[src/rtl/multicycle_control_unit.sv]
// Multi-cycle control FSM: sequences fetch/decode/execute/memory/write-back for the core.
// Latency: zero-wait instructions take 3 (jump), 4 (RRR/RIMM/RRS) or 5 (RRD) cycles.
// Backpressure: FETCH and MEM stall on mem_ready; a stall of WAIT_MAX cycles faults (0 = never).
module multicycle_control_unit #(
    parameter int OPCODE_W     = 4,
    parameter int WAIT_MAX     = 15,
    parameter bit COND_JUMP    = 1'b1,
    parameter bit TRAP_ILLEGAL = 1'b0,
    parameter int CNT_W        = 16
) (
    input  logic                clock,
    input  logic                reset,
    input  logic                flag,
    input  logic [OPCODE_W-1:0] opcode,
    input  logic                mem_ready,
    output logic                inst_wr,
    output logic                decoder_en,
    output logic [1:0]          pc_op,
    output logic                reg_en,
    output logic                rD_wr,
    output logic                imm_en,
    output logic                adrs_ctrl,
    output logic                mem_rd,
    output logic                mem_wr,
    output logic                illegal_op,
    output logic                fault,
    output logic [CNT_W-1:0]    instr_count
);

    // Program counter operations.
    localparam logic [1:0] PC_RESET  = 2'd0;
    localparam logic [1:0] PC_PRESET = 2'd1;
    localparam logic [1:0] PC_INCR   = 2'd2;
    localparam logic [1:0] PC_HALT   = 2'd3;

    // The wait counter only has to represent 0..WAIT_MAX-1: the cycle that would
    // push it to WAIT_MAX is the one that decides the timeout.
    localparam int              WAIT_W    = (WAIT_MAX > 1) ? $clog2(WAIT_MAX) : 1;
    localparam logic [WAIT_W-1:0] WAIT_LAST = WAIT_W'((WAIT_MAX > 0) ? (WAIT_MAX - 1) : 0);

    typedef enum logic [2:0] {
        S_IDLE,
        S_FETCH,
        S_DECODE,
        S_EXECUTE,
        S_MEM,
        S_WRITE_BACK,
        S_FAULT
    } state_e;

    typedef enum logic [2:0] {
        CLS_RRR,
        CLS_RRD,
        CLS_RRS,
        CLS_RIMM,
        CLS_IMM,
        CLS_ILL
    } cls_e;

    // Map an opcode to its execution class; anything outside the 4-bit map is illegal.
    function automatic cls_e classify(input logic [OPCODE_W-1:0] op);
        cls_e       c;
        logic [3:0] lo;
        lo = op[3:0];
        c  = CLS_ILL;
        if ((op >> 4) == '0) begin
            case (lo)
                4'b0001: c = CLS_RRD;
                4'b0010: c = CLS_RRS;
                4'b0011: c = CLS_RIMM;
                4'b0101: c = CLS_IMM;
                4'b1011: c = CLS_ILL;
                default: c = CLS_RRR;
            endcase
        end
        return c;
    endfunction

    state_e              state_q, state_d;
    logic [OPCODE_W-1:0] op_q, op_d;
    logic [WAIT_W-1:0]   wait_q, wait_d;
    logic [CNT_W-1:0]    cnt_q, cnt_d;
    cls_e                op_cls;
    logic                retire;
    logic                timeout_hit;

    assign op_cls      = classify(op_q);
    assign timeout_hit = (WAIT_MAX > 0) && (wait_q == WAIT_LAST);

    // State, latched opcode, wait counter and retire counter registers.
    always_ff @(posedge clock) begin
        if (reset) begin
            state_q <= S_IDLE;
            op_q    <= '0;
            wait_q  <= '0;
            cnt_q   <= '0;
        end else begin
            state_q <= state_d;
            op_q    <= op_d;
            wait_q  <= wait_d;
            cnt_q   <= cnt_d;
        end
    end

    // Next-state and control strobes; memory-facing strobes are Mealy on mem_ready.
    always_comb begin
        state_d    = state_q;
        op_d       = op_q;
        wait_d     = '0;
        retire     = 1'b0;
        inst_wr    = 1'b0;
        decoder_en = 1'b0;
        pc_op      = PC_HALT;
        reg_en     = 1'b0;
        rD_wr      = 1'b0;
        imm_en     = 1'b0;
        adrs_ctrl  = 1'b0;
        mem_rd     = 1'b0;
        mem_wr     = 1'b0;
        illegal_op = 1'b0;
        fault      = 1'b0;

        case (state_q)
            S_IDLE: begin
                pc_op   = PC_RESET;
                state_d = S_FETCH;
            end

            S_FETCH: begin
                mem_rd = 1'b1;
                if (mem_ready) begin
                    inst_wr = 1'b1;
                    pc_op   = PC_INCR;
                    state_d = S_DECODE;
                end else if (timeout_hit) begin
                    state_d = S_FAULT;
                end else begin
                    wait_d = wait_q + 1'b1;
                end
            end

            S_DECODE: begin
                decoder_en = 1'b1;
                op_d       = opcode;
                state_d    = S_EXECUTE;
            end

            S_EXECUTE: begin
                case (op_cls)
                    CLS_RRR: begin
                        reg_en  = 1'b1;
                        state_d = S_WRITE_BACK;
                    end
                    CLS_RRD, CLS_RRS: begin
                        reg_en    = 1'b1;
                        adrs_ctrl = 1'b1;
                        state_d   = S_MEM;
                    end
                    CLS_RIMM: begin
                        imm_en  = 1'b1;
                        state_d = S_WRITE_BACK;
                    end
                    CLS_IMM: begin
                        pc_op   = (flag || !COND_JUMP) ? PC_PRESET : PC_HALT;
                        retire  = 1'b1;
                        state_d = S_FETCH;
                    end
                    default: begin
                        illegal_op = 1'b1;
                        state_d    = TRAP_ILLEGAL ? S_FAULT : S_FETCH;
                    end
                endcase
            end

            S_MEM: begin
                // Address and register file stay pointed at rA for the whole access.
                reg_en    = 1'b1;
                adrs_ctrl = 1'b1;
                if (op_cls == CLS_RRS) begin
                    mem_wr = 1'b1;
                end else begin
                    mem_rd = 1'b1;
                end
                if (mem_ready) begin
                    if (op_cls == CLS_RRS) begin
                        retire  = 1'b1;
                        state_d = S_FETCH;
                    end else begin
                        state_d = S_WRITE_BACK;
                    end
                end else if (timeout_hit) begin
                    state_d = S_FAULT;
                end else begin
                    wait_d = wait_q + 1'b1;
                end
            end

            S_WRITE_BACK: begin
                reg_en  = 1'b1;
                rD_wr   = 1'b1;
                imm_en  = (op_cls == CLS_RIMM);
                retire  = 1'b1;
                state_d = S_FETCH;
            end

            S_FAULT: begin
                fault = 1'b1;
            end

            default: begin
                state_d = S_IDLE;
            end
        endcase

        cnt_d = retire ? (cnt_q + CNT_W'(1)) : cnt_q;

        // Outputs are quiet for the whole reset window, not only after the first edge.
        if (reset) begin
            inst_wr    = 1'b0;
            decoder_en = 1'b0;
            pc_op      = PC_RESET;
            reg_en     = 1'b0;
            rD_wr      = 1'b0;
            imm_en     = 1'b0;
            adrs_ctrl  = 1'b0;
            mem_rd     = 1'b0;
            mem_wr     = 1'b0;
            illegal_op = 1'b0;
            fault      = 1'b0;
        end
    end

    // Retired-instruction count, held at zero while reset is asserted.
    assign instr_count = reset ? '0 : cnt_q;

    // A single access direction at a time on the external bus.
    a_rd_wr_exclusive: assert property (@(posedge clock) !(mem_rd && mem_wr));

    // A faulted unit never moves the program counter.
    a_fault_halts: assert property (@(posedge clock) fault |-> (pc_op == PC_HALT));

endmodule

[config.mk]
export PLATFORM = sky130hd
export DESIGN_NAME = multicycle_control_unit
export DESIGN_NICKNAME = d
export VERILOG_FILES = /design/src/rtl/multicycle_control_unit.sv
export SDC_FILE = /design/constraint.sdc
export NUM_CORES = 1
export LEC_CHECK = 0
export ABC_AREA = 1
export CAP_MARGIN = 15
export CELL_PAD_IN_SITES_DETAIL_PLACEMENT = 2
export CELL_PAD_IN_SITES_GLOBAL_PLACEMENT = 2
export CORE_UTILIZATION = 26
export DETAILED_ROUTE_END_ITERATION = 10
export PLACE_DENSITY = 0.79
export RECOVER_POWER = 100
export SLEW_MARGIN = 20
export SYNTH_ARGS = -nofsm -noshare
export SYNTH_HDL_FRONTEND = slang
export SYNTH_SLANG_ARGS = --single-unit
export TNS_END_PERCENT = 50
[constraint.sdc]
create_clock -name clock -period 1.42 [get_ports clock]
set_input_delay 0.213 -clock clock [delete_from_list [all_inputs] [get_ports clock]]
set_output_delay 0.213 -clock clock [all_outputs]
set_load 0.01 [all_outputs]
==> run metrics <==
Final #Nets 380; DRT iter0 DRCs 95; routed length per instance 22.4 um; Total GRT Usage 0.284; first-pass GRT wire length 13900 um; peak per-stage delay on the critical path 400 ps; kind of critical path flop to output pin; fmax 0.591 GHz; Final WS setup -272 ps; drt pass-1 iters 4; Setup Skew 14.0 ps; Arrival @ worst endpoint 1480 ps; initial antenna violation count 0; Clock Power Share 0.259; DR vias 2327; static leakage power 1.22 nW; commonest cells after routing, fill and taps aside nand2_1 (57), nor2_1 (43), buf_4 (43); total power 1.82 mW; design area 2850 sq um; cell-internal power 1.22 mW; die extent in y 82.4 um; Post-DP Area 2420 sq um; H-tree depth 1; Rows 28; Seq pwr share 0.452; warnings from Yosys 0; total CTS buffers 3; Clock Sinks 27; Sw Ratio 0.332; max_slew headroom 0.794; die width 82.4 um; drt total wl 9940 um; Worst setup SP type flop; post-layout minimum cycle time 1690 ps; Mapped Cells 279; I/O pin cnt 36; Synth Area per Inst 6.03 sq um; Post-Syn Nets 290; antenna-violating nets left 0; grt ovf 0; distinct cell type count after synthesis 26; area of the core 6100 sq um; top cells by area, synth dfxtp_1 (32%), nand2_1 (15%), nor2_1 (13%); Total Negative Setup Slacks -6940 ps; area grow syn2layout 69.5%; number of global-route vias before repair 2479; Gate power share 0.288; Port Buffer Count 35; peak supply drop 0.000355 V; Starting Density 0.276; outcome finished, violations left; vias per inst 5.25; most common cell after layout, fill and taps aside nand2_1; NetSw 606 uW; ANT cells 0; largest net degree at the start of global routing 21; hpwl dp 5300 um; clk buf depth 2; CTS clk-pin slew, worst paths 110 ps; required time worst endpoint 1210 ps; Most common cell on crit path inv_4; Root Driver clkbuf_8; setup violators final 37; area share of the largest cell type after synthesis 0.321; CTS tree yes; Final Hold Vio Count 0; worst-path cell chain inv_4 > nand2_4 > nor2_4 > buf_6 > inv_4 > nor3_2 > buf_2; Slew Limit Fails 0; unrepaired setup endpoints after global routing yes; Final Cycle Share 1.19; DIE AREA 6790 sq um; mapped cell area 1680 sq um; Max-Cap Viols 0; worst-margin pin slew 308 ps; type of the most critical hold path flop to flop; synthesized flop and latch total 27; layout cells sized above 1 0.410; gpl congestion 0.789; register area share after synthesis 0.321; DRC 0; failing checks setup timing; crit end category output pin; Synth area leader dfxtp_1; DP Cell Count 423; pre-CTS setup slack -508 ps; CP Max Fanout 5; PwrDens 639 nW/um^2; Finished Layout Cells 443; Worst path slowest cell dfxtp_4; insertion delay to the later sink of the worst-skew pair 290 ps
## registers in the layout, indices dropped and copies added, names as in the netlist
signal and flops:
cnt_q 16, op_q 4, wait_q 4, state_q 3
## layer usage
layer / vias to the layer above / track usage / share of wire
met3: 42 / 0.0297 / 0.048
met2: 80 / 0.524 / 0.52
met5: - / 0 / 0
li1: 1064 / - / -
met1: 1141 / 0.332 / 0.38
met4: 0 / 0.112 / 0.048
## logic make-up (layout without fill, tap and decap cells)
| family | Yosys count | after routing | synth area share |
|---|---|---|---|
| xor gates and xnor gates | 5 | 5 | 0.0260 |
| DFF | 27 | 27 | 0.321 |
| adders and majority gates | 3 | 3 | 0.0223 |
| buffers and inverters | 44 | 132 | 0.109 |
| AOI/OAI and AO/OA | 37 | 37 | 0.115 |
| and+or+nand+nor | 163 | 164 | 0.406 |
## what timing repair did
item | 4_1_cts | 5_1_grt
pin swaps | 11 | 11
setup buffers | 10 | 4
endpoints found under the setup margin | 50 | 51
cloned | 1 | 1
gates resized for setup | 136 | 61
hold buffers | 0 | 0
## cells in the mapped netlist, drive strengths merged
cell,count
inv,36
o21ai,7
ha,3
xor2,4
or2,1
dfxtp,27
clkbuf,4
o211ai,1
a21oi,26
a31oi,2
buf,4
nand2,70
nor4,1
nor2,60
nand4,5
nor3,2
a41oi,1
nand3,24
xnor2,1
## per-stage QoR
step	util	hold WS (ps)
after floorplan	-	406
after global placement	0.397	447
after detailed placement	0.397	497
after CTS	0.442	468
after global routing	0.468	496
final	0.468	497
## critical path, delay by kind of cell (launching register included)
kind	cells	cell delay (ps)
buffers and inverters	4	430
flip-flops	1	400
AND/OR/NAND/NOR	3	360
## power by group through the flow
| stage | clock (mW) | combinational (mW) | sequential (mW) |
|---|---|---|---|
| after floorplan | 0 | 0.159 | 0.813 |
| after global placement | 0 | 0.341 | 0.820 |
| after detailed placement | 0 | 0.357 | 0.824 |
| after CTS | 0.491 | 0.428 | 0.812 |
| after global routing | 0.517 | 0.555 | 0.827 |
| final | 0.472 | 0.525 | 0.825 |
## final cells by class
cell class	count	area, sq um
multi-input combinational	209	1220
clock buffer	4	45.0
timing repair buffer	92	778
fill	704	3250
inverter	36	145
tap	75	93.8
sequential	27	569
## final timing paths
check	startpoint	depth (start not counted)	slack [ps]	end
max	state_q[1]$_SDFFE_PP0P_	7	-270	mem_wr
min	wait_q[0]$_SDFF_PP0_	1	500	wait_q[0]$_SDFF_PP0_
max reg2reg	state_q[1]$_SDFFE_PP0P_	11	-270	cnt_q[9]$_SDFFE_PP0P_
min reg2reg	wait_q[0]$_SDFF_PP0_	1	500	wait_q[0]$_SDFF_PP0_
No activity file was read; power rests on OpenSTA's default activity.
